**config.mk**
```make
export PLATFORM = sky130hd
export DESIGN_NAME = rgb_pwm_fader
export DESIGN_NICKNAME = d
export VERILOG_FILES = /design/src/rtl/rgb_pwm_fader.sv
export SDC_FILE = /design/constraint.sdc
export NUM_CORES = 1
export LEC_CHECK = 0
export ABC_CLOCK_PERIOD_IN_PS = 9000
export BUFFER_PORTS_ARGS = -buffer_cell sky130_fd_sc_hd__buf_2
export CORE_ASPECT_RATIO = 1.75
export CORE_MARGIN = 3
export CORE_UTILIZATION = 40
export DETAILED_ROUTE_END_ITERATION = 12
export PLACE_DENSITY = 0.59
export RECOVER_POWER = 50
export SETUP_SLACK_MARGIN = 0.5
export SLEW_MARGIN = 20
export SYNTH_ARGS = -nofsm -noshare
export SYNTH_HDL_FRONTEND = slang
export SYNTH_SLANG_ARGS = --single-unit
```
**constraint.sdc**
```tcl
create_clock -name clk -period 9 [get_ports clk]
set_clock_uncertainty 0.2 [all_clocks]
set_input_delay 0.9 -clock clk [delete_from_list [all_inputs] [get_ports clk]]
set_output_delay 0.9 -clock clk [all_outputs]
set_load 0.01 [all_outputs]
```
**src/rtl/rgb_pwm_fader.sv**
```systemverilog
// rgb_pwm_fader: N-channel PWM engine with static, fade and breathe modes.
// Ports: clk/rst_n, cfg_* write handshake, pwm_out/busy per channel, period_start pulse.
module rgb_pwm_fader #(
  parameter  int NCH    = 3,
  parameter  int PWM_W  = 8,
  parameter  int RATE_W = 16,
  localparam int CH_W   = (NCH > 1) ? $clog2(NCH) : 1
) (
  input  logic              clk,
  input  logic              rst_n,
  input  logic              cfg_valid,
  output logic              cfg_ready,
  input  logic [CH_W-1:0]   cfg_ch,
  input  logic [1:0]        cfg_mode,
  input  logic [PWM_W-1:0]  cfg_duty,
  input  logic [RATE_W-1:0] cfg_rate,
  output logic [NCH-1:0]    pwm_out,
  output logic [NCH-1:0]    busy,
  output logic              period_start
);

  typedef enum logic [1:0] {
    M_STATIC  = 2'b00,
    M_FADE    = 2'b01,
    M_BREATHE = 2'b10
  } mode_e;

  localparam logic [PWM_W-1:0] PCNT_MAX = '1;

  logic [PWM_W-1:0]  pcnt_q, pcnt_d;
  logic              ps_q, ps_d;
  logic              ready_q, ready_d;
  logic [NCH-1:0]    pwm_q, pwm_d;
  logic [NCH-1:0]    busy_q, busy_d;

  logic [PWM_W-1:0]  act_q   [NCH];
  logic [PWM_W-1:0]  act_d   [NCH];
  logic [PWM_W-1:0]  cur_q   [NCH];
  logic [PWM_W-1:0]  cur_d   [NCH];
  logic [PWM_W-1:0]  tgt_q   [NCH];
  logic [PWM_W-1:0]  tgt_d   [NCH];
  logic [RATE_W-1:0] rate_q  [NCH];
  logic [RATE_W-1:0] rate_d  [NCH];
  logic [RATE_W-1:0] presc_q [NCH];
  logic [RATE_W-1:0] presc_d [NCH];
  mode_e             mode_q  [NCH];
  mode_e             mode_d  [NCH];
  logic [NCH-1:0]    up_q, up_d;

  logic cfg_acc;

  assign cfg_acc      = cfg_valid & ready_q;
  assign cfg_ready    = ready_q;
  assign pwm_out      = pwm_q;
  assign busy         = busy_q;
  assign period_start = ps_q;

  // Counter, period pulse and output compare.
  // duty_act only reloads on the last count so a
  // running period is never cut short or stretched.
  always_comb begin
    pcnt_d  = pcnt_q + 1'b1;
    ps_d    = (pcnt_q == '0);
    ready_d = 1'b1;
    pwm_d   = '0;
    for (int c = 0; c < NCH; c++) begin
      pwm_d[c] = (pcnt_q < act_q[c]);
      act_d[c] = (pcnt_q == PCNT_MAX) ? cur_q[c]
                                      : act_q[c];
    end
  end

  // Per-channel ramp engine.
  always_comb begin
    logic [RATE_W-1:0] rate_eff;
    logic              tick;
    logic              wr;
    up_d   = up_q;
    busy_d = '0;
    for (int c = 0; c < NCH; c++) begin
      mode_d[c]  = mode_q[c];
      tgt_d[c]   = tgt_q[c];
      rate_d[c]  = rate_q[c];
      cur_d[c]   = cur_q[c];

      rate_eff = (rate_q[c] == '0) ? RATE_W'(1)
                                   : rate_q[c];
      tick = (presc_q[c] == rate_eff - RATE_W'(1));
      presc_d[c] = tick ? '0 : presc_q[c] + 1'b1;

      if (tick) begin
        unique case (1'b1)
          (mode_q[c] == M_FADE): begin
            if (cur_q[c] < tgt_q[c])
              cur_d[c] = cur_q[c] + 1'b1;
            else if (cur_q[c] > tgt_q[c])
              cur_d[c] = cur_q[c] - 1'b1;
          end
          (mode_q[c] == M_BREATHE): begin
            // At the peak (or above it) turn round
            // and step down in the same tick; at 0
            // turn round and step up. Peak 0 holds.
            if (up_q[c]) begin
              if (cur_q[c] < tgt_q[c]) begin
                cur_d[c] = cur_q[c] + 1'b1;
              end else begin
                up_d[c] = 1'b0;
                if (cur_q[c] != '0)
                  cur_d[c] = cur_q[c] - 1'b1;
              end
            end else begin
              if (cur_q[c] != '0) begin
                cur_d[c] = cur_q[c] - 1'b1;
              end else begin
                up_d[c] = 1'b1;
                if (tgt_q[c] != '0)
                  cur_d[c] = PWM_W'(1);
              end
            end
          end
          default: ;
        endcase
      end

      // A write replaces whatever the tick did.
      wr = cfg_acc && (int'(cfg_ch) == c);
      if (wr) begin
        tgt_d[c]   = cfg_duty;
        rate_d[c]  = cfg_rate;
        presc_d[c] = '0;
        cur_d[c]   = cur_q[c];
        up_d[c]    = up_q[c];
        unique case (cfg_mode)
          2'b01: mode_d[c] = M_FADE;
          2'b10: begin
            mode_d[c] = M_BREATHE;
            up_d[c]   = 1'b1;
          end
          default: begin
            mode_d[c] = M_STATIC;
            cur_d[c]  = cfg_duty;
          end
        endcase
      end

      busy_d[c] = ((mode_d[c] == M_FADE) &&
                   (cur_d[c] != tgt_d[c])) ||
                  (mode_d[c] == M_BREATHE);
    end
  end

  always_ff @(posedge clk) begin
    if (!rst_n) begin
      pcnt_q  <= '0;
      ps_q    <= 1'b0;
      ready_q <= 1'b0;
      pwm_q   <= '0;
      busy_q  <= '0;
      up_q    <= '0;
      for (int c = 0; c < NCH; c++) begin
        act_q[c]   <= '0;
        cur_q[c]   <= '0;
        tgt_q[c]   <= '0;
        rate_q[c]  <= '0;
        presc_q[c] <= '0;
        mode_q[c]  <= M_STATIC;
      end
    end else begin
      pcnt_q  <= pcnt_d;
      ps_q    <= ps_d;
      ready_q <= ready_d;
      pwm_q   <= pwm_d;
      busy_q  <= busy_d;
      up_q    <= up_d;
      for (int c = 0; c < NCH; c++) begin
        act_q[c]   <= act_d[c];
        cur_q[c]   <= cur_d[c];
        tgt_q[c]   <= tgt_d[c];
        rate_q[c]  <= rate_d[c];
        presc_q[c] <= presc_d[c];
        mode_q[c]  <= mode_d[c];
      end
    end
  end

endmodule

```
### Word level (Yosys, flattened, before mapping)

Memories as Yosys holds them, arrays and structs flattened.
Index checks and enable logic that the tools add are counted.

| storage, ports and cells | value |
|---|---|
| bits in registers | 19 |
| memory bits (writable) | 174 |
| bits of input ports | 31 |
| output and inout port bits | 8 |
| word-level logic and storage cells | 205 |
| memories kept | 6 |

Memory list:

| name | words | bits a word | read ports | clocked after Yosys merged registers in | wr ports | RTL line | source |
|---|---|---|---|---|---|---|---|
| presc_q | 3 | 16 | 3 | 0 | 3 | 44 | `logic [RATE_W-1:0] presc_q [NCH];` |
| rate_q | 3 | 16 | 3 | 0 | 3 | 42 | `logic [RATE_W-1:0] rate_q [NCH];` |
| act_q | 3 | 8 | 3 | 0 | 3 | 36 | `logic [PWM_W-1:0] act_q [NCH];` |
| cur_q | 3 | 8 | 3 | 0 | 3 | 38 | `logic [PWM_W-1:0] cur_q [NCH];` |
| tgt_q | 3 | 8 | 3 | 0 | 3 | 40 | `logic [PWM_W-1:0] tgt_q [NCH];` |
| mode_q | 3 | 2 | 3 | 0 | 3 | 46 | `mode_e mode_q [NCH];` |

| cells by class | value |
|---|---|
| add/subtract/negate cells | 13 |
| $lt $le $gt $ge | 9 |
| equal/unequal tests | 26 |
| muxes and demuxes | 94 |
| bitwise logic cells | 19 |
| reduce and logical (&&, ||, !) cells | 30 |

Operator list:

| cell | number |
|---|---|
| 2-to-1 mux 8 bit | 45 |
| 2-to-1 mux 16 bit | 18 |
| adder 16 x 1 -> 16 bit (second input constant) | 3 |
| == test 16 bit | 3 |
| logical NOT 16 bit | 3 |
| less-than comparator 8 bit | 6 |
| case mux 8 bit (2 select lines) | 3 |
| nonzero test 8 bit | 6 |
| subtractor 16 x 1 -> 16 bit (second input constant) | 3 |
| adder 8 x 1 -> 8 bit (second input constant) | 4 |
| > comparator 8 bit | 3 |
| inequality test 8 bit | 3 |
| subtractor 8 x 1 -> 8 bit (second input constant) | 3 |
| 2-to-1 mux 1 bit | 21 |
| == test 2 bit (second input constant) | 9 |
| OR 1 bit | 18 |
| == test 2 x 1 -> 1 bit (second input constant) | 7 |
| 2-to-1 mux 2 bit | 6 |
| nonzero test 2 bit | 6 |
| AND reduction 3 bit | 3 |
| == test 8 bit (second input constant) | 1 |
| logical NOT 8 bit | 1 |
| logical AND 1 bit | 6 |
| inequality test 2 x 1 -> 1 bit (second input constant) | 3 |
| other kinds (5) | 7 |

### Longest topological paths before layout

Gate-level depths: netlist of the first run.
An unclocked memory read counts as a cell.

| logic depth | value |
|---|---|
| depth in word-level cells | 11 |
| mapped depth | 17 |
| depth with buffers taken out | 15 |

### Least setup slack after synthesis of the first run

OpenSTA, ideal clock, no wires.

| timing | value |
|---|---|
| kind | reg-to-reg |
| from | memory rate_q[1][2] (netlist: rate_q[0][18]) |
| to | register busy_q[1] (netlist: busy[1]) |
| setup time | 120 ps |
| arrival | 4056 ps |
| data required time | 8680 ps |
| setup slack | 4624 ps |
| stages on the path, launching flop included | 18 |
| path buffers | 2 |
| cell sequence | dfxtp_1 > buf_2 > or4_1 > nor4_1 > a21oi_1 > ha_1 > clkbuf_1 > o21ba_2 > a221oi_1 > a31oi_1 > nor4_1 > nand4_2 > a2111o_1 > mux2i_1 > xor2_1 > a2111oi_2 > a31oi_1 > a211o_1 |

RTL lines:

| what | RTL line | source |
|---|---|---|
| start: declaration | 42 |  |
| end signal: assignment | 173 | `busy_q <= busy_d;` |
| end: declaration | 34 | `logic [NCH-1:0] busy_q, busy_d;` |

### Worst setup path after layout of the first run

| timing | value |
|---|---|
| from | input port rst_n |
| to | register pwm_q[1] (netlist: pwm_out[1]) |

RTL lines:

| what | RTL line | source |
|---|---|---|
| start: declaration | 10 | `input logic rst_n,` |
| end signal: assignment | 172 | `pwm_q <= pwm_d;` |
| end: declaration | 33 | `logic [NCH-1:0] pwm_q, pwm_d;` |

No word-level cell between the ends.

==> results.md, run 1 <==
* Setup crit start kind: input port
* Sequential Area at between 3000 and 4000 sq um
* Start of the worst register-to-register path: rate_q[0][4]
* Clk buf depth at 2
* Most common cell type on the critical path: sky130_fd_sc_hd__clkbuf_1
* Nets in the synthesized netlist at between 1500 and 2000
* Leading register cell type out of synthesis: sky130_fd_sc_hd__dfxtp_1
* Post-layout worst setup margin at 2960 ps
* Most numerous cell in the Yosys netlist: sky130_fd_sc_hd__nand2_1
* Status: complete, but fails checks
* Worst endpoint data arrival time at slightly above 6000 ps
* FILL cells at 3389
* Leakage dissipation at 5.25 nW
* Post-DRT Antenna Nets at 0
* Per-instance average area after synthesis at 7.55 sq um
* Share of layout cells above drive strength 1 at 0.0639
* I/O pin total at 39
* Iteration-0 DRC count of the detailed router at approximately 800
* Number of buffers added on ports at 38
* Final Hold Violating Endpoints at 0
* Antenna violations before repair at 0
* Root buffer cell: sky130_fd_sc_hd__clkbuf_16
* Wire length after detailed routing at 40.9 mm
* Commonest cells post-synth: 270 x sky130_fd_sc_hd__nand2_1, 193 x sky130_fd_sc_hd__dfxtp_1, 153 x sky130_fd_sc_hd__nor2_1
* Area inside the core boundary at 32400 sq um
* Placed wire-length estimate after detailed placement at 30.6 mm
* Combinational fraction of design power at 0.191
* Start-to-end type of the worst setup path: in -> reg
* Starting Density at 0.409
* Number of sinks handled by clock tree synthesis at between 150 and 200
* Pwr Density at 145 nW/um^2
* Via density per instance at between 5 and 6
* CP Max Fanout at 82
* Worst hold path type: reg -> reg
* Total clock buffers created by CTS at 17
* Post-route minimum period at 6040 ps
* Total number of nets in the final design at between 1500 and 2000
* Number of flip-flops and latches in the synthesized netlist at 193
* TritonCTS clock tree: yes
* Top cell type's share of synthesized area at 0.291
* Fraction of the yosys area taken by sequential cells at 0.291
* Site Rows at 87
* Level count of the clock H-tree at 4
* Final setup fails at 0
* Hold-fix buffers at CTS at 0
* Mean routed wirelength per cell at 19.1 um
* Netlist Area Pre-Place at 13300 sq um
* Switching portion of total power at 0.314
* Placement-stage worst setup slack at 3770 ps
* Number of design rule violations left after detail routing at 0
* DIE WIDTH at between 100 and 150 um
* CP endpoint kind: register
* Number of warnings printed during yosys synthesis at 0
* Die Footprint at 35500 sq um
* Final worst path period share at 0.671
* Leading post-synthesis cells by cell area: sky130_fd_sc_hd__dfxtp_1 29%, sky130_fd_sc_hd__nand2_1 7.6%, sky130_fd_sc_hd__ha_1 6.6%, sky130_fd_sc_hd__a21oi_1 5.4%, sky130_fd_sc_hd__xnor2_1 5.0%
* Detailed Routing Iterations Pass 1 at 5
* Beginning of the worst hold path: act_q[0][3]
* Source of the critical timing path: rst_n
* Slowest-stage cell, CP: sky130_fd_sc_hd__clkinvlp_2
* RSZ-0062 raised after global routing: false
* Clock input transition at the sequential cells of the worst setup and hold paths at 80 ps
* Number of enable flip-flop cells after synthesis at 0
* Max-Cap Viols at 4
* Combined area of the multi-input logic cells at 8680 sq um
* # diodes at 0
* Cell depth of the worst flop-to-flop path at 15
* Flop-to-flop setup slack at 3920 ps
* Worst endpoint required time at 9120 ps
* Cell Count, Final, Fillers Out at 2136
* Clock Power Share at 0.370
* Number of distinct standard cells referenced by the synthesized netlist at 83
* Upper clock frequency limit at 165 MHz
* End of the worst register-to-register path: busy[0]
* Core occupancy in the finished layout at 0.438
* Final Hold Slack at 258 ps
* Total vias in the final route at 12597
* Net Switching at 646 uW
* Design internal power at 1.41 mW
* CP endpoint: pwm_out[1]
* Growth of design area from synthesis to finish at 7.09%
* Maximum single-stage delay on the critical path at about 1900 ps
* Wire length of the first global-routing pass at 65.3 mm
* Relative slew margins at -1.50
* Post-cts sizing count at 0
* Cells after DPL at between 2000 and 2500
* Later-pin clock latency in the skew report at approximately 460 ps
* Final Max Tran Viols at just over 200
* Vias in the first global route at 12289
* Max VDD drop at between 0.1 and 0.15 mV
* Maximum number of pins on one net before global-route repair at 83
* GRT Resource Usage Total at 0.231
* Floorplan die height at ~250 um
* Number of buffers inserted by post-CTS setup repair at 0
* Residual overflow from global routing at 0
* Cell count after synthesis at about 1800
* Setup TNS after final layout at 0 ps
* Cell breakdown of the critical path: clkbuf_1 > clkinvlp_2 > clkbuf_1 > a211oi_1
* Post-synth top area cell: sky130_fd_sc_hd__dfxtp_1
* RD Place Congestion at 0.933
* Failing checks: max-capacitance violations, max-slew violations
* Power share of the sequential group at 0.439
* Fraction of registers with async set/reset at 0
* Slew at the pin closest to its max-slew limit at around 3800 ps
==> registers in the layout (all words and copies together), names as in the netlist <==
name,count
presc_q,48
rate_q,48
act_q,24
cur_q,24
tgt_q,24
pcnt_q,8
mode_q,6
busy,3
pwm_out,3
up_q,3
cfg_ready,1
period_start,1
==> final cells by class <==
cell class                      instances  share of cell area
Tap cell                              400              0.0352
Inverter                               98              0.0260
Sequential cell                       193               0.272
Timing Repair Buffer                   45              0.0155
Clock buffer                           17              0.0299
Multi-Input combinational cell       1368               0.611
Clock inverter                         15              0.0104
==> layer usage <==
metal	wire, um	vias to the layer above	global-route usage
met5	0	-	0
met4	1870	0	0.112
met3	1290	110	0.0253
met2	21800	355	0.431
met1	16000	6023	0.256
li1	-	6109	-
==> power groups by stage <==
stage	logic (mW)	clock network, mW	registers (mW)
floorplan	0.298	0	0.908
global placement	0.383	0	0.923
detailed placement	0.388	0	0.924
CTS	0.390	0.779	0.903
global route	0.435	0.813	0.907
finish	0.393	0.761	0.904
==> critical path, delay by kind of cell <==
kind                   cells  cell delay, ps
AOI/OAI and AO/OA          1             730
buffers and inverters      3            4520
==> cell families (layout without fill, tap and decap cells) <==
group / Yosys count / in the layout / synth area share
and+or+nand+nor: 747 / 747 / 0.278
AOI/OAI and AO/OA: 356 / 356 / 0.174
buffers and inverters: 196 / 175 / 0.0558
DFF: 193 / 193 / 0.291
xor gates and xnor gates: 150 / 150 / 0.101
adders and majority gates: 70 / 70 / 0.0660
muxes: 45 / 45 / 0.0344
==> how the worst min path moves through the flow <==
stage	to	slack (ps)	cells past startpoint
floorplan	pcnt_q[0]	230	1
global placement	pcnt_q[0]	240	1
detailed placement	pcnt_q[0]	250	1
CTS	act_q[0][9]	260	2
global route	act_q[0][2]	280	2
finish	act_q[0][3]	260	2
==> placed cells by master (no fill, tap or decap), types with 17 or more instances in the layout <==
master	synthesis	final
sky130_fd_sc_hd__nor2_1	153	153
sky130_fd_sc_hd__dfxtp_1	193	193
sky130_fd_sc_hd__nand3_1	76	76
sky130_fd_sc_hd__o211ai_1	21	21
sky130_fd_sc_hd__nor4_1	27	27
sky130_fd_sc_hd__a31oi_1	20	20
sky130_fd_sc_hd__and2_1	18	17
sky130_fd_sc_hd__nand2_1	270	270
sky130_fd_sc_hd__clkbuf_16	0	17
sky130_fd_sc_hd__xor2_1	73	73
sky130_fd_sc_hd__mux2i_1	40	40
sky130_fd_sc_hd__buf_2	4	29
sky130_fd_sc_hd__nor3_1	45	44
sky130_fd_sc_hd__or3_1	18	18
sky130_fd_sc_hd__ha_1	70	70
sky130_fd_sc_hd__nand4_1	26	26
sky130_fd_sc_hd__a21oi_1	144	144
sky130_fd_sc_hd__inv_1	98	97
sky130_fd_sc_hd__o21ai_0	48	48
sky130_fd_sc_hd__xnor2_1	75	75
sky130_fd_sc_hd__and3_1	25	25
==> metrics by stage <==
stage	total power [mW]	area (sq um)
floorplan	1.21	13300
global placement	1.31	13600
detailed placement	1.31	13600
CTS	2.07	14200
global route	2.15	14200
finish	2.06	14200
No activity file was read; power rests on OpenSTA's default activity.
==> inputs of run 2 (changes only) <==
--- a/config.mk
+++ b/config.mk
@@ -5,7 +5,8 @@
 export SDC_FILE = /design/constraint.sdc
 export NUM_CORES = 1
 export LEC_CHECK = 0
-export ABC_CLOCK_PERIOD_IN_PS = 9000
+export ABC_AREA = 1
+export ABC_CLOCK_PERIOD_IN_PS = 6000
 export BUFFER_PORTS_ARGS = -buffer_cell sky130_fd_sc_hd__buf_2
 export CORE_ASPECT_RATIO = 1.75
 export CORE_MARGIN = 3
==> constraint.sdc (replaced) <==
create_clock -name clk -period 6 [get_ports clk]
set_clock_uncertainty 0.2 [all_clocks]
set_input_delay 0.6 -clock clk [delete_from_list [all_inputs] [get_ports clk]]
set_output_delay 0.6 -clock clk [all_outputs]
set_load 0.01 [all_outputs]
==> results.md, run 2 <==
* Total number of nets in the final design at 2169
* Most numerous cell in the Yosys netlist: sky130_fd_sc_hd__nand2_1
* Worst endpoint required time at 6000 ps
* Netlist Area Pre-Place at 13300 sq um
* Number of buffers inserted by post-CTS setup repair at 0
* Iteration-0 DRC count of the detailed router at about 740
* Leakage dissipation at 6.65 nW
* Top cell type's share of synthesized area at 0.290
* Detailed Routing Iterations Pass 1 at 6
* Leading post-synthesis cells by cell area: sky130_fd_sc_hd__dfxtp_1 29%, sky130_fd_sc_hd__nand2_1 15%, sky130_fd_sc_hd__nor2_1 7.2%, sky130_fd_sc_hd__inv_1 6.7%, sky130_fd_sc_hd__ha_1 6.6%
* Number of buffers added on ports at 38
* Post-route minimum period at 4620 ps
* Fraction of registers with async set/reset at 0
* Growth of design area from synthesis to finish at 7.55%
* CP Max Fanout at 56
* Wire length of the first global-routing pass at 64.9 mm
* Largest regs: presc_q (48), rate_q (48)
* Via density per instance at 5.33
* Area inside the core boundary at 32500 sq um
* Hold-fix buffers at CTS at 0
* Final Hold Slack at 209 ps
* Post-synth top area cell: sky130_fd_sc_hd__dfxtp_1
* Number of warnings printed during yosys synthesis at 0
* Net Switching at 1.18 mW
* Combined area of the multi-input logic cells at 8240 sq um
* Clock input transition at the sequential cells of the worst setup and hold paths at roughly 80 ps
* Cell Count, Final, Fillers Out at 2480
* Residual overflow from global routing at 0
* Cell count after synthesis at around 2100
* Final worst path period share at 0.769
* Fraction of the yosys area taken by sequential cells at 0.290
* Root buffer cell: sky130_fd_sc_hd__clkbuf_16
* Total vias in the final route at approximately 13000
* Total clock buffers created by CTS at 17
* Vias in the first global route at 13005
* Max VDD drop at 0.208 mV
* Starting Density at 0.409
* Number of distinct standard cells referenced by the synthesized netlist at 55
* End of the worst register-to-register path: busy[2]
* DIE WIDTH at approximately 140 um
* Worst hold path type: in -> reg
* Leading register cell type out of synthesis: sky130_fd_sc_hd__dfxtp_1
* Power share of the sequential group at 0.410
* Antenna violations before repair at 0
* CP endpoint: busy[2]
* Status: complete, but fails checks
* Failing checks: max-capacitance violations, max-slew violations
* Number of design rule violations left after detail routing at 0
* TritonCTS clock tree: yes
* Pwr Density at 231 nW/um^2
* Final Hold Violating Endpoints at 0
* Later-pin clock latency in the skew report at 460 ps
* Die Footprint at 35600 sq um
* Final setup fails at 0
* Site Rows at 87
* Core occupancy in the finished layout at 0.440
* Number of enable flip-flop cells after synthesis at 0
* Per-instance average area after synthesis at 6.44 sq um
* RD Place Congestion at 0.986
* Commonest cells post-synth: 526 x sky130_fd_sc_hd__nand2_1, 255 x sky130_fd_sc_hd__nor2_1, 239 x sky130_fd_sc_hd__inv_1
* CP endpoint kind: register
* Share of layout cells above drive strength 1 at 0.0615
* Start-to-end type of the worst setup path: reg -> reg
* Mean routed wirelength per cell at 16.4 um
* Clock Power Share at 0.336
* Clk buf depth at 2
* Combinational fraction of design power at 0.254
* Final Max Tran Viols at 226
* Setup crit start kind: register
* Wire length after detailed routing at 40.6 mm
* Worst endpoint data arrival time at 4610 ps
* Max-Cap Viols at 4
* FILL cells at 3473
* Floorplan die height at roughly 250 um
* RSZ-0062 raised after global routing: false
* Cells after DPL at 2449
* Cell depth of the worst flop-to-flop path at 15
* Nets in the synthesized netlist at 2168
* Design area at 14300 sq um
* Switching portion of total power at 0.356
* # diodes at 0
* Design internal power at 2.13 mW
* Commonest non-fill, non-tap cells in the layout: 526 x sky130_fd_sc_hd__nand2_1, 254 x sky130_fd_sc_hd__nor2_1, 239 x sky130_fd_sc_hd__inv_1
* Number of sinks handled by clock tree synthesis at 193
* Placed Area at 13800 sq um
* Start of the worst register-to-register path: cfg_ready
* Commonest non-fill, non-tap cell in the layout: sky130_fd_sc_hd__nand2_1
* Slew at the pin closest to its max-slew limit at 3250 ps
* Setup TNS after final layout at 0 ps
* Level count of the clock H-tree at 4
* I/O pin total at 39
* Flop-to-flop setup slack at ~1400 ps
* Placed wire-length estimate after detailed placement at between 30 and 40 mm
* GRT Resource Usage Total at 0.230
* Maximum number of pins on one net before global-route repair at 63
* Sequential Area at ~3900 sq um
* Post-DRT Antenna Nets at 0
* Source of the critical timing path: cfg_ready
* Post-cts sizing count at 0
* Upper clock frequency limit at 217 MHz
* Number of flip-flops and latches in the synthesized netlist at 193
* Relative slew margins at -1.17
-- run 2: cell count changes after synthesis, sizes merged, moves of 24 or more --
| cell | delta |
|---|---|
| nand2 | +266 |
| inv | +146 |
| o21ai | +125 |
| nor2 | +122 |
| nand3 | +79 |
| a21oi | -53 |
| xnor2 | -48 |
| mux2i | -40 |
| nor4 | -34 |
| nand4 | +28 |
| clkbuf | -25 |
| and3 | -24 |
-- run 2: cell type report --
type	instances	area share
inverters	253	0.0667
repair buffers	46	0.0156
clock inverters	14	0.00856
well taps	400	0.0349
clock buffers	17	0.0297
flip-flops and latches	193	0.270
multi-input cells	1557	0.575
-- run 2: cell families (layout without fill, tap and decap cells) --
| logic type | after synthesis | in the layout | share of synthesized area |
|---|---|---|---|
| compound gates | 297 | 297 | 0.119 |
| xor+xnor | 94 | 94 | 0.0669 |
| fa+ha+maj | 70 | 70 | 0.0657 |
| buf+inv | 317 | 330 | 0.0927 |
| flops | 193 | 193 | 0.290 |
| simple gates | 1096 | 1096 | 0.365 |
-- run 2: through the flow --
| step | total power [mW] | worst slack (ps) |
|---|---|---|
| 6_report | 3.31 | 1380 |
| 5_1_grt | 3.50 | 967 |
| 4_1_cts | 3.33 | 2190 |
| 3_5_place_dp | 2.22 | 2220 |
| 3_3_place_gp | 2.21 | 2240 |
| 2_1_floorplan | 2.01 | 3000 |
-- run 2: how the worst min path moves through the flow --
stage                 from       endpoint  cells past startpoint
2_1_floorplan    pcnt_q[0]      pcnt_q[0]                      1
3_3_place_gp     pcnt_q[0]      pcnt_q[0]                      1
3_5_place_dp     pcnt_q[0]      pcnt_q[0]                      1
4_1_cts        cfg_rate[7]  rate_q[0][23]                      3
5_1_grt        cfg_rate[6]  rate_q[0][22]                      3
6_report       cfg_rate[7]  rate_q[0][23]                      3
-- run 2: worst max-delay path, cell delays in order (launching register included) --
cell                       delay [ps]
sky130_fd_sc_hd__dfxtp_1          330
sky130_fd_sc_hd__nand2_1          130
sky130_fd_sc_hd__inv_1             70
sky130_fd_sc_hd__nand3_2           50
sky130_fd_sc_hd__clkbuf_1        1600
sky130_fd_sc_hd__inv_1            990
sky130_fd_sc_hd__nand2_1          310
sky130_fd_sc_hd__nand2_1          100
sky130_fd_sc_hd__nand2_1           80
sky130_fd_sc_hd__nand2_1           40
sky130_fd_sc_hd__inv_1             50
sky130_fd_sc_hd__nand2_1           40
sky130_fd_sc_hd__nor2_1           130
sky130_fd_sc_hd__nand2_1           70
sky130_fd_sc_hd__nand2_1           60
sky130_fd_sc_hd__a21oi_1           60
-- run 2: power by group through the flow --
stage / combinational, mW / clock (mW) / sequential [mW]
final: 0.842 / 1.11 / 1.36
after global routing: 0.954 / 1.18 / 1.36
after CTS: 0.840 / 1.14 / 1.36
after detailed placement: 0.836 / 0 / 1.39
after global placement: 0.830 / 0 / 1.38
after floorplan: 0.638 / 0 / 1.37
-- run 2: metal layers --
metal | routed length [um] | track usage | vias to the layer above
met4 | 2150 | 0.124 | 0
met1 | 15400 | 0.235 | 6079
li1 | - | - | 6701
met5 | 0 | 0 | -
met3 | 1290 | 0.0328 | 114
met2 | 21800 | 0.439 | 318
==> inputs of run 3 (changes only) <==
--- a/config.mk
+++ b/config.mk
@@ -6,13 +6,13 @@
 export NUM_CORES = 1
 export LEC_CHECK = 0
 export ABC_AREA = 1
-export ABC_CLOCK_PERIOD_IN_PS = 6000
+export ABC_CLOCK_PERIOD_IN_PS = 3900
 export BUFFER_PORTS_ARGS = -buffer_cell sky130_fd_sc_hd__buf_2
 export CORE_ASPECT_RATIO = 1.75
 export CORE_MARGIN = 3
 export CORE_UTILIZATION = 40
 export DETAILED_ROUTE_END_ITERATION = 12
-export PLACE_DENSITY = 0.59
+export PLACE_DENSITY = 0.61
 export RECOVER_POWER = 50
 export SETUP_SLACK_MARGIN = 0.5
 export SLEW_MARGIN = 20
==> constraint.sdc (replaced) <==
create_clock -name clk -period 3.9 [get_ports clk]
set_clock_uncertainty 0.2 [all_clocks]
set_input_delay 0.39 -clock clk [delete_from_list [all_inputs] [get_ports clk]]
set_output_delay 0.39 -clock clk [all_outputs]
set_load 0.01 [all_outputs]
==> results.md, run 3 (same netlist as run 2, synthesis figures left out) <==
* Switching portion of total power at 0.349
* Mean routed wirelength per cell at 16.9 um
* Most common cell type on the critical path: sky130_fd_sc_hd__nand2_1
* Final Hold Slack at 14.0 ps
* Flop-to-flop setup slack at 560 ps
* Site Rows at between 80 and 90
* RD Place Congestion at 0.962
* Residual overflow from global routing at 0
* Setup crit start kind: register
* Number of design rule violations left after detail routing at 0
* Max-Cap Viols at 0
* Placed wire-length estimate after detailed placement at 33.0 mm
* Root buffer cell: sky130_fd_sc_hd__clkbuf_16
* Detailed Routing Iterations Pass 1 at 6
* Total clock buffers created by CTS at 17
* Antenna violations before repair at 0
* Worst endpoint data arrival time at 3510 ps
* Vias in the first global route at 13059
* Level count of the clock H-tree at 4
* CP endpoint: busy[1]
* Wire length after detailed routing at 43.1 mm
* Final Hold Violating Endpoints at 0
* Status: complete, no violations
* Commonest non-fill, non-tap cell in the layout: sky130_fd_sc_hd__nand2_1
* RSZ-0062 raised after global routing: true
* Wire length of the first global-routing pass at between 60 and 70 mm
* Combinational fraction of design power at 0.282
* TritonCTS clock tree: yes
* Largest regs: presc_q (48), rate_q (48)
* Net Switching at 1.90 mW
* Design internal power at between 3 and 4 mW
* Source of the critical timing path: rate_q[0][26]
* # diodes at 0
* Clk buf depth at 2
* Total vias in the final route at 13561
* Floorplan die height at between 200 and 250 um
* Max VDD drop at 0.335 mV
* Maximum single-stage delay on the critical path at about 350 ps
* Via density per instance at 5.31
* Number of sinks handled by clock tree synthesis at ~190
* Setup TNS after final layout at 0 ps
* Worst hold path type: in -> reg
* Upper clock frequency limit at about 300 MHz
* Post-DRT Antenna Nets at 0
* Post-route minimum period at between 3000 and 4000 ps
* End of the worst register-to-register path: busy[1]
* Maximum number of pins on one net before global-route repair at 58
* Die Footprint at roughly 36000 sq um
* I/O pin total at 39
* Slowest-stage cell, CP: sky130_fd_sc_hd__dfxtp_2
* Final worst path period share at 0.857
* Slew at the pin closest to its max-slew limit at 1120 ps
* Later-pin clock latency in the skew report at roughly 470 ps
* GRT Resource Usage Total at 0.239
* Final setup fails at 0
* DIE WIDTH at 144 um
* Share of layout cells above drive strength 1 at 0.150
* Number of buffers added on ports at 38
* Hold Path Depth at 3
* Commonest non-fill, non-tap cells in the layout: 490 x sky130_fd_sc_hd__nand2_1, 234 x sky130_fd_sc_hd__inv_1, 231 x sky130_fd_sc_hd__nor2_1
* Starting Density at 0.409
* Pwr Density at around 350 nW/um^2
* CP Max Fanout at 5
* Growth of design area from synthesis to finish at 16.2%
* Total number of nets in the final design at about 2200
* Start-to-end type of the worst setup path: reg -> reg
* Area inside the core boundary at roughly 33000 sq um
* Cell depth of the worst flop-to-flop path at 25
* CP endpoint kind: register
* Iteration-0 DRC count of the detailed router at around 800
* Final Max Tran Viols at 0
* Clock input transition at the sequential cells of the worst setup and hold paths at 80 ps
* Clock Power Share at 0.337
* Leakage dissipation at 7.21 nW
* Relative slew margins at 0.248
* Start of the worst register-to-register path: rate_q[0][26]
* Worst endpoint required time at roughly 4000 ps
* Power share of the sequential group at 0.381
run 3: timing repair:
action	4_1_cts	5_1_grt
hold buffers	4	0
resized for setup	25	154
pin swaps	12	57
endpoints found under the hold margin	4	0
gates cloned	0	2
setup buffers	7	32
setup endpoints to repair	36	63
run 3: per-layer routing:
| metal | part of all wire | wire [um] | GRT usage | up-vias |
|---|---|---|---|---|
| met5 | 0 | 0 | 0 | - |
| met4 | 0.068 | 2920 | 0.163 | 0 |
| met3 | 0.033 | 1430 | 0.0218 | 149 |
| met2 | 0.53 | 23000 | 0.455 | 380 |
| met1 | 0.37 | 15800 | 0.238 | 6197 |
| li1 | - | - | - | 6835 |
run 3: metrics by stage:
stage                      util  instance area, sq um  instances  power (mW)  worst slack, ps
after global placement    0.431                 14000       2479        3.47              140
after floorplan               -                 13300       2067        3.09              897
after CTS                 0.454                 14800       2521        5.34              299
after global routing      0.476                 15500       2555        5.72              249
after detailed placement  0.431                 14000       2479        3.48              147
final                     0.476                 15500       2555        5.45              558
run 3: worst min-delay path by stage:
| stage | startpoint | end | slack [ps] |
|---|---|---|---|
| after floorplan | pcnt_q[0] | pcnt_q[0] | 220 |
| after global placement | pcnt_q[0] | pcnt_q[0] | 230 |
| after detailed placement | pcnt_q[0] | pcnt_q[0] | 240 |
| after CTS | rst_n | cfg_ready | 0.6 |
| after global routing | cfg_rate[4] | rate_q[0][4] | 40 |
| final | cfg_rate[2] | rate_q[0][18] | 10 |
run 3: area by class of cell:
type | instances | area, sq um
Multi-Input combinational cell | 1559 | 8700
Tap cell | 400 | 500
Clock inverter | 12 | 146
Clock buffer | 19 | 443
Inverter | 253 | 965
Fill cell | 3413 | 17100
Sequential cell | 193 | 3940
Timing Repair Buffer | 119 | 790
run 3: worst max-delay path: cells and delay by family, from the launching register on:
kind                     cells  cell delay [ps]
AND/OR/NAND/NOR             20             2090
flip-flops                   1              350
buffers and inverters        3              300
adder cells (fa/ha/maj)      1              170
XOR/XNOR                     1              110
run 3: power groups by stage:
stage	Combinational (mW)	Clock [mW]	Sequential, mW
6_report	1.54	1.83	2.08
5_1_grt	1.71	1.93	2.08
4_1_cts	1.39	1.87	2.08
3_5_place_dp	1.36	0	2.12
3_3_place_gp	1.34	0	2.12
2_1_floorplan	0.982	0	2.11
